<file path="config.mk">
export PLATFORM = sky130hd
export DESIGN_NAME = uart_tx_scheduler
export DESIGN_NICKNAME = d
export VERILOG_FILES = /design/src/rtl/uart_tx_scheduler.sv
export SDC_FILE = /design/constraint.sdc
export NUM_CORES = 1
export LEC_CHECK = 0
export ABC_AREA = 1
export CORE_UTILIZATION = 39
export DETAILED_ROUTE_END_ITERATION = 7
export HOLD_SLACK_MARGIN = 0.05
export PLACE_DENSITY = 0.78
export SLEW_MARGIN = 20
export SYNTH_ARGS = -nofsm -noshare
export SYNTH_HDL_FRONTEND = slang
export SYNTH_SLANG_ARGS = --single-unit
</file>
<file path="constraint.sdc">
create_clock -name clk -period 1.8 [get_ports clk]
set_clock_uncertainty 0.15 [all_clocks]
set_input_delay 0.36 -clock clk [delete_from_list [all_inputs] [get_ports clk]]
set_output_delay 0.36 -clock clk [all_outputs]
set_load 0.05 [all_outputs]
</file>
<file path="src/rtl/uart_tx_scheduler.sv">
`default_nettype none
// ============================================================================
//  Module   : uart_tx_scheduler
//  Purpose  : Round-robin sharing of the UART transmit path between two byte
//             sources (req 0 = 6809 monitor, req 1 = debug engine). Issues the
//             UART write strobe and follows the UART TX-busy status bit so that
//             each frame completes before the next byte is written.
//  Options  : TXSCHED_TIMEOUT_EN - abort a stuck transfer after TIMEOUT_CYCLES
//             and pulse o_err (2**CNT_W must exceed TIMEOUT_CYCLES).
//  Revision : 1.0 - initial release
// ============================================================================
module uart_tx_scheduler #(
  parameter int TIMEOUT_CYCLES = 4096,
  parameter int CNT_W          = 13
) (
  input  logic       clk,
  input  logic       reset,
  input  logic [1:0] i_req,
  input  logic [7:0] i_data0,
  input  logic [7:0] i_data1,
  output logic [1:0] o_ack,
  output logic       o_uart_ce,
  output logic       o_uart_rw,
  output logic [7:0] o_uart_wdata,
  input  logic [7:0] i_uart_status,
  output logic       o_busy,
  output logic       o_last_grant,
  output logic       o_err
);

  localparam logic [1:0] c_st_idle       = 2'd0;
  localparam logic [1:0] c_st_write      = 2'd1;
  localparam logic [1:0] c_st_wait_start = 2'd2;
  localparam logic [1:0] c_st_wait_done  = 2'd3;

  logic [1:0] state_q, state_d;
  logic       sync1_q, sync1_d;
  logic       sync2_q, sync2_d;
  logic [1:0] settle_q, settle_d;
  logic [7:0] wdata_q, wdata_d;
  logic       last_q, last_d;

  logic       w_busy_s;
  logic       w_grant;
  logic       w_can_grant;
  logic       w_timeout;
  logic       w_in_wait;

  // Only the TX-busy bit of the status register is meaningful here.
  logic       w_unused_status;
  assign w_unused_status = &{1'b0, i_uart_status[7:2], i_uart_status[0]};

  assign w_busy_s  = sync2_q;
  assign w_in_wait = (state_q == c_st_wait_start) || (state_q == c_st_wait_done);

  // Round-robin pick: a lone request wins outright, a tie goes away from the last grant.
  always_comb begin
    w_grant = i_req[1];
    if (i_req == 2'b11) begin
      w_grant = ~last_q;
    end
  end

  // The synchronizer restarts from 0 on reset, so a grant is held off until it
  // has refilled; otherwise a UART still busy with a pre-reset frame would be
  // seen as idle for two cycles.
  assign w_can_grant = (state_q == c_st_idle) && settle_q[1] && !w_busy_s && (i_req != 2'b00);

  // Next-value logic for the synchronizer, settle shifter and captured byte.
  always_comb begin
    sync1_d  = i_uart_status[1];
    sync2_d  = sync1_q;
    settle_d = {settle_q[0], 1'b1};
    wdata_d  = wdata_q;
    last_d   = last_q;
    if (w_can_grant) begin
      wdata_d = w_grant ? i_data1 : i_data0;
      last_d  = w_grant;
    end
  end

`ifdef TXSCHED_TIMEOUT_EN
  localparam logic [CNT_W-1:0] c_cnt_last = CNT_W'(TIMEOUT_CYCLES - 1);
  localparam logic [CNT_W-1:0] c_cnt_one  = CNT_W'(1);

  logic [CNT_W-1:0] cnt_q, cnt_d;

  // Timeout counter: cleared while writing, runs through both wait states.
  always_comb begin
    cnt_d = cnt_q;
    if (state_q == c_st_write) begin
      cnt_d = '0;
    end else if (w_in_wait) begin
      cnt_d = cnt_q + c_cnt_one;
    end
  end

  // Timeout counter register.
  always_ff @(posedge clk or posedge reset) begin
    if (reset) begin
      cnt_q <= '0;
    end else begin
      cnt_q <= cnt_d;
    end
  end

  assign w_timeout = w_in_wait && (cnt_q == c_cnt_last);
`else
  // Keeps the timeout parameters referenced when the feature is compiled out.
  logic [CNT_W-1:0] w_unused_cfg;
  assign w_unused_cfg = CNT_W'(TIMEOUT_CYCLES);
  assign w_timeout    = 1'b0;
`endif

  // State and datapath registers.
  always_ff @(posedge clk or posedge reset) begin
    if (reset) begin
      state_q  <= c_st_idle;
      sync1_q  <= 1'b0;
      sync2_q  <= 1'b0;
      settle_q <= 2'b00;
      wdata_q  <= 8'h00;
      last_q   <= 1'b1;
    end else begin
      state_q  <= state_d;
      sync1_q  <= sync1_d;
      sync2_q  <= sync2_d;
      settle_q <= settle_d;
      wdata_q  <= wdata_d;
      last_q   <= last_d;
    end
  end

  // Next-state logic: grant, one strobe cycle, then follow the UART busy bit.
  always_comb begin
    state_d = state_q;
    unique case (state_q)
      c_st_idle: begin
        if (w_can_grant) state_d = c_st_write;
      end
      c_st_write: begin
        state_d = c_st_wait_start;
      end
      c_st_wait_start: begin
        if (w_timeout)     state_d = c_st_idle;
        else if (w_busy_s) state_d = c_st_wait_done;
      end
      c_st_wait_done: begin
        if (w_timeout || !w_busy_s) state_d = c_st_idle;
      end
      default: state_d = c_st_idle;
    endcase
  end

  // Output decode: strobe and ack only in WRITE, error only on a wait-state abort.
  always_comb begin
    o_ack     = 2'b00;
    o_uart_ce = 1'b0;
    o_uart_rw = 1'b1;
    o_err     = 1'b0;
    unique case (state_q)
      c_st_write: begin
        o_uart_ce = 1'b1;
        o_uart_rw = 1'b0;
        o_ack     = last_q ? 2'b10 : 2'b01;
      end
      c_st_wait_start, c_st_wait_done: begin
        o_err = w_timeout;
      end
      default: begin
        o_err = 1'b0;
      end
    endcase
  end

  assign o_busy       = (state_q != c_st_idle);
  assign o_last_grant = last_q;
  assign o_uart_wdata = wdata_q;

endmodule
`default_nettype wire

</file>
Word level (Yosys, flattened, before mapping):

Index checks and enable logic that the tools add are counted.

* register bits after elaboration: 15
* input bits: 28
* output and inout bits: 15
* word-level logic and storage cells: 32

* eq/ne operators: 7
* multiplexer cells: 10
* bitwise operators: 1
* reductions and logical operators: 8

Operators with widths (number)
* $mux 2: 5
* $mux 8: 1
* $pmux 2 s4: 1
* $eq 2x2->1 const B: 3
* $ne 2x2->1 const B: 3
* $reduce_bool 2->1: 2
* $logic_and 1x1->1: 3
* $mux 1: 3
* $reduce_and 3->1: 1
* $eq 2x1->1 const B: 1
* $logic_not 2->1: 1
* $logic_not 1->1: 1
* $not 1->1: 1

Depth between registers and ports, before layout:

Gate-level depths: netlist of run 1.

* depth after elaboration: 6
* depth in mapped cells: 9
* depth with buffers taken out: 9

Worst setup path after synthesis of run 1:

No wires, ideal clock.

* kind: register -> output
* from: register state_q[1]
* to: output o_ack[0]
* arrival time: 2.071 ns
* data required time: 1.290 ns
* path slack: -0.781 ns
* stages on the path, launching flop included: 5
* buffers on the path: 0
* path through: dfrtp_1 > inv_1 > ha_1 > inv_1 > nor2_1

* cells in the longest elaborated chain, start to end: 2

Ends and longest elaborated chain
* start: declaration: RTL line 36 `logic [1:0] state_q, state_d;`
* start signal: assignment: RTL line 118 `state_q <= c_st_idle;`
* start signal: assignment: RTL line 125 `state_q <= state_d;`
* $eq 2x1->1: RTL line 161 `unique case (state_q)`
* $mux 2: RTL line 161
* end: declaration: RTL line 21 `output logic [1:0] o_ack,`

No other way between the ends.

Final worst setup path of run 1:

Same ends and word-level chain as after synthesis.

==> key figures, run 1 <==
Synth
  • EDFF count, synth: 0
  • Synth warn: 0
  • Netlist area before placement: 876 um^2
  • Synth area leader: dfrtp_1
  • Top post-synthesis cells by area: dfrtp_1 (40%), nand2_2 (14%), nand2_1 (13%)
  • Syn avg cell area: between 8 and 9 um^2
  • Most instantiated cells after synthesis: nand2_1 (31), nand2_2 (19), dfrtp_1 (14)
  • Cell count after synthesis: 103
  • Area share of the largest cell type after synthesis: 40.0%
  • Fraction of registers with async set/reset: 100%
  • Post-synth cell types: 18
  • Seq cells post-synth: 15
  • Post-Syn Nets: 135
  • Register area share after synthesis: 43.0%
  • Most frequent cell after synthesis: nand2_1
  • Ys flop type: dfrtp_1

Worst setup path
  • Reg2reg end: state_q[1]
  • Critical path type: flop to primary output
  • WP buf/inv: 3
  • Crit-path cells: inv_2 -> ha_4 -> clkinvlp_4 -> nor2_4 -> buf_12
  • CP Data Arrival Time: 1300 ps
  • Data required time of the worst path: 1290 ps
  • R2r setup slk: 190 ps
  • Max FO, Critical Path: 3
  • Crit path capture type: primary output
  • Slowest CP cell: dfrtp_1
  • Slowest cell delay on critical path: 400 ps
  • Reg2reg path depth: 9
  • Crit path launch type: flop
  • Family with the most delay on the worst path: flip-flops
  • Worst r2r src: state_q[1]

STA
  • Slew Limit Fails: 0
  • Unrepaired setup endpoints after global routing: yes
  • Tmin final: around 1800 ps
  • Max Clock Freq: 0.552 GHz
  • Setup WS post-layout: -11.3 ps
  • Hold Vio Cnt, Final: 0
  • Period utilization: 101%
  • Setup TNS: -11.3 ps
  • Final setup viols: 1
  • Min Hold Slack: 211 ps

Global routing
  • Number of global-route vias before repair: 828
  • Largest net degree at the start of global routing: 16
  • Total GRT Usage: between 10% and 20%
  • Global-route wire length before repair: 3.39 mm
  • Initial antenna violation count: 0
  • Gr ovfl total: 0

Routing
  • DR vias: 810
  • DRT iter0 DRCs: 14
  • Vias per std cell: 4.58
  • Total wire length: about 1.9 mm
  • Routed WL per cell: 10.9 um
  • # DRC: 0
  • Post-detailed-route count of antenna-violating nets: 0
  • Drt first pass iters: 3

Pwr
  • VDD IR max: 1.06 mV
  • Pleak: roughly 0.72 nW
  • P per Cell Area: 1750 nW/um^2
  • Post-layout power: 0.00246 W

Clocking
  • Clock latency on the worst-skew pair: 280 ps
  • CTS tree: built
  • CTS H-tree lvls: 1
  • Clk sinks: 15
  • Root Driver: clkbuf_4
  • TritonCTS Buffers: 3
  • Clk pin slew, worst setup/hold paths: 90 ps
  • Clk buf depth: 2

Run status
  • Failing checks: setup timing
  • Status: finished, violations left

Cells and area
  • Ant diodes: 0
  • Share of cells above drive strength 1: roughly 43%
  • Final #Nets: approximately 180
  • Fin util: 69.0%
  • Area Overhead vs Synth: 60.9%

Run
  • Max-cap violations: 0

Place
  • GPL Wtd Cong: 0.773
  • Post-Place Worst Slack: ~84 ps
  • Post-DP HPWL: 1.52 mm
  • I/O Buffers: 34

Worst hold path
  • Worst hold path type: input pin to asynchronous set/reset pin

Floorplan
  • Die area: 2440 um^2
  • Row cnt: 16
  • Die height: 49.4 um
  • Core Region: 2040 um^2
  • Die X-Extent: 49.4 um
  • I/O pins: 43
  • Initial Utilization: 42.9%
==> worst min-delay path, cell delays in order <==
cell and delay [ps]:
clkdlybuf4s50_1 390, inv_1 50, buf_4 220
==> metal layers <==
| metal | vias up | share of wire, % | GRT usage, % |
|---|---|---|---|
| met3 | 2 | 4.4 | 4.05 |
| met4 | 0 | 0.52 | 7.14 |
| met2 | 25 | 54 | 33.1 |
| li1 | 401 | - | - |
| met1 | 382 | 41 | 20.9 |
| met5 | - | 0 | 0 |
==> flip-flops by register name, summed over array words and instances, names as in the netlist <==
| name | cells |
|---|---|
| o_uart_wdata | 8 |
| settle_q | 2 |
| o_last_grant | 1 |
| sync2_q | 1 |
| state_q | 2 |
| sync1_q | 1 |
==> cells in the final DEF (no fill, tap or decap) <==
cell,count
a21oi_2,1
buf_12,6
buf_4,20
clkbuf_4,3
clkdlybuf4s50_1,20
clkinv_2,1
clkinvlp_4,1
conb_1,2
dfrtp_1,13
dfrtp_2,1
dfstp_2,1
ha_1,2
ha_2,1
ha_4,1
inv_1,6
inv_2,2
inv_4,1
nand2_1,31
nand2_2,19
nand2_4,3
nand2_8,1
nand3_1,10
nor2_1,1
nor2_4,2
o21ai_2,1
==> cell type report <==
type / instances / area [um^2]
tap: 27 / 33.8
clock inverter: 1 / 5.00
timing repair buffer: 46 / 470
inverter: 10 / 43.8
clock buffer: 3 / 22.5
sequential: 15 / 378
fill: 173 / 633
multi-input combinational: 75 / 455
==> worst max-delay path by stage <==
stage / from / end / slack, ps / cells after the start
finish: state_q[1] / o_ack[0] / -10 / 5
global route: state_q[1] / o_ack[0] / -90 / 5
CTS: state_q[1] / o_ack[0] / -20 / 5
detailed placement: i_req[0] / state_q[1] / 80 / 8
global placement: i_req[1] / o_uart_wdata[4] / 120 / 7
floorplan: state_q[1] / o_ack[0] / -110 / 4
==> stage by stage <==
| step | std cells | area [um^2] |
|---|---|---|
| 4_1_cts | 173 | 1380 |
| 3_3_place_gp | 166 | 1320 |
| 3_5_place_dp | 166 | 1320 |
| 6_report | 177 | 1410 |
| 2_1_floorplan | 103 | 900 |
| 5_1_grt | 177 | 1410 |
==> where the power goes <==
part,switching [W],total [W],internal [W]
Combinational,0.000990,0.00169,0.000697
Clock,0.000111,0.000194,0.0000825
Sequential,0.000108,0.000582,0.000474
==> logic make-up (layout without fill, tap and decap cells) <==
family,after synthesis,count (layout),share of synthesized area [%]
other cells,2,2,0.857
fa+ha+maj,4,4,5.71
compound gates,2,2,1.57
buf+inv,13,60,8.00
flops,15,15,43.0
simple gates,67,67,40.9
==> what timing repair did <==
action / CTS / global route
resized for setup: 2 / 1
endpoints found under the hold margin: 0 / 0
hold buffers: 0 / 0
setup buffers: 3 / 4
setup endpoints to repair: 3 / 3
pin swaps: 1 / 0
Note: power is estimated with default switching activity, not from simulation.
==> run 2: changes to the inputs <==
Settings changed: SLEW_MARGIN 20 to default.
==> results of run 2 <==
Final layout, timing and power as in run 1 (identical DEF).
==> run 3: changes to the inputs <==
Settings changed: CORE_MARGIN from default to 5.
==> key figures, run 3 (synthesized netlist as in run 1, its figures left out) <==
Global routing
  • Gr ovfl total: 0
  • Number of global-route vias before repair: 822
  • Global-route wire length before repair: 3.34 mm
  • Initial antenna violation count: 0
  • Largest net degree at the start of global routing: 16
  • Total GRT Usage: around an eighth

Routing
  • Routed WL per cell: 11.6 um
  • Drt first pass iters: 4
  • DRT iter0 DRCs: 8
  • Total wire length: 2.04 mm
  • DR vias: 783
  • # DRC: 0
  • Post-detailed-route count of antenna-violating nets: 0
  • Vias per std cell: 4.47

Cells and area
  • Final #Nets: 180
  • Area Overhead vs Synth: 60.7%
  • Commonest non-fill, non-tap cell in the layout: nand2_1
  • Ant diodes: 0
  • Commonest non-fill, non-tap cells in the layout: nand2_1 (31), clkdlybuf4s50_1 (20), nand2_2 (19), buf_4 (15), dfrtp_1 (13)
  • Fillers: 193
  • Max FFs per register: 8
  • Share of cells above drive strength 1: 40.8%
  • Final Instance Area: 1410 um^2

Clocking
  • CTS tree: built
  • TritonCTS Buffers: 3
  • Hold-fix buffers, CTS: 0
  • CTS H-tree lvls: 1
  • Clock latency on the worst-skew pair: 270 ps
  • Root Driver: clkbuf_4
  • Clk pin slew, worst setup/hold paths: 80 ps
  • Clk sinks: 15
  • Clk buf depth: 2

Floorplan
  • Die area: 3290 um^2
  • Initial Utilization: 40.4%
  • Core Region: between 2000 and 2500 um^2
  • Die height: 57.4 um
  • I/O pins: 43
  • Row cnt: 17
  • Die X-Extent: between 50 and 60 um

STA
  • Max Clock Freq: 0.557 GHz
  • Setup TNS: 0 ps
  • Slew Limit Fails: 0
  • Unrepaired setup endpoints after global routing: yes
  • Tmin final: around 1800 ps
  • Min Hold Slack: 207 ps
  • Final setup viols: 0
  • Period utilization: 99.8%
  • Hold Vio Cnt, Final: 0

Worst setup path
  • Crit path launch type: flop
  • Max FO, Critical Path: 3
  • Worst r2r src: state_q[0]
  • CP Data Arrival Time: 1290 ps
  • Reg2reg end: state_q[1]
  • Crit path capture type: primary output
  • Data required time of the worst path: 1290 ps
  • Reg2reg path depth: 9
  • R2r setup slk: 260 ps
  • Critical path type: flop to primary output

Run
  • Max-cap violations: 0

Place
  • Placed Area: 1340 um^2
  • Post-DP HPWL: 1.66 mm
  • I/O Buffers: 34
  • GPL Wtd Cong: 0.778

Worst hold path
  • Hold endpoint: sync2_q
  • Hold Path Stages: 0
  • Worst hold path type: flop to flop
  • Hold Startpoint: sync1_q

Pwr
  • P per Cell Area: roughly 1700 nW/um^2
  • Pleak: approximately 0.71 nW
  • VDD IR max: 0.929 mV

Run status
  • Status: complete, no violations
run 3: area by class of cell:
type                    instances  area [um^2]  share of cell area, %
flip-flops and latches         15          378                   26.8
inverters                      10         43.8                   3.11
well taps                      28         35.0                   2.49
repair buffers                 43          473                   33.6
multi-input cells              75          452                   32.1
clock buffers                   4         26.3                   1.87
run 3: what timing repair did:
item / CTS / global route
endpoints found under the setup margin: 3 / 3
hold endpoints to repair: 0 / 0
resized for setup: 2 / 0
pin swaps: 1 / 0
buffers inserted: 2 / 3
run 3: critical path: stages, from the launching register on:
cell and delay (ps):
dfrtp_1 400, inv_2 80, ha_4 150, clkinvlp_4 120
nor2_4 120, buf_12 140
run 3: how the worst max path moves through the flow:
| stage | endpoint | cells past startpoint | startpoint |
|---|---|---|---|
| 2_1_floorplan | o_ack[0] | 4 | state_q[1] |
| 3_3_place_gp | o_uart_wdata[1] | 7 | i_req[1] |
| 3_5_place_dp | o_uart_wdata[5] | 7 | i_req[1] |
| 4_1_cts | o_ack[0] | 5 | state_q[1] |
| 5_1_grt | o_ack[0] | 5 | state_q[1] |
| 6_report | o_ack[0] | 5 | state_q[1] |
run 3: routing by layer:
metal / part of all wire, % / track usage [%]
met2: 55 / 24.0
met5: 0 / 0
met1: 39 / 13.2
met3: 4.7 / 3.62
met4: 1.8 / 5.30
run 3: per-stage QoR:
stage               setup slack, ps  total power [W]  std cells  util [%]
floorplan                      -109          0.00159        103         -
global placement                122          0.00216        166      61.8
detailed placement             97.3          0.00221        166      61.8
CTS                           -11.0          0.00244        172      63.8
global route                  -61.1          0.00259        175      64.9
finish                         3.99          0.00246        175      64.9
run 3: power by group:
group	internal [W]	total, W	switching [W]	leakage (nW)
Combinational	0.000701	0.00168	0.000978	0.519
Sequential	0.000475	0.000595	0.000120	0.181
Clock	0.0000857	0.000188	0.000102	0.0150
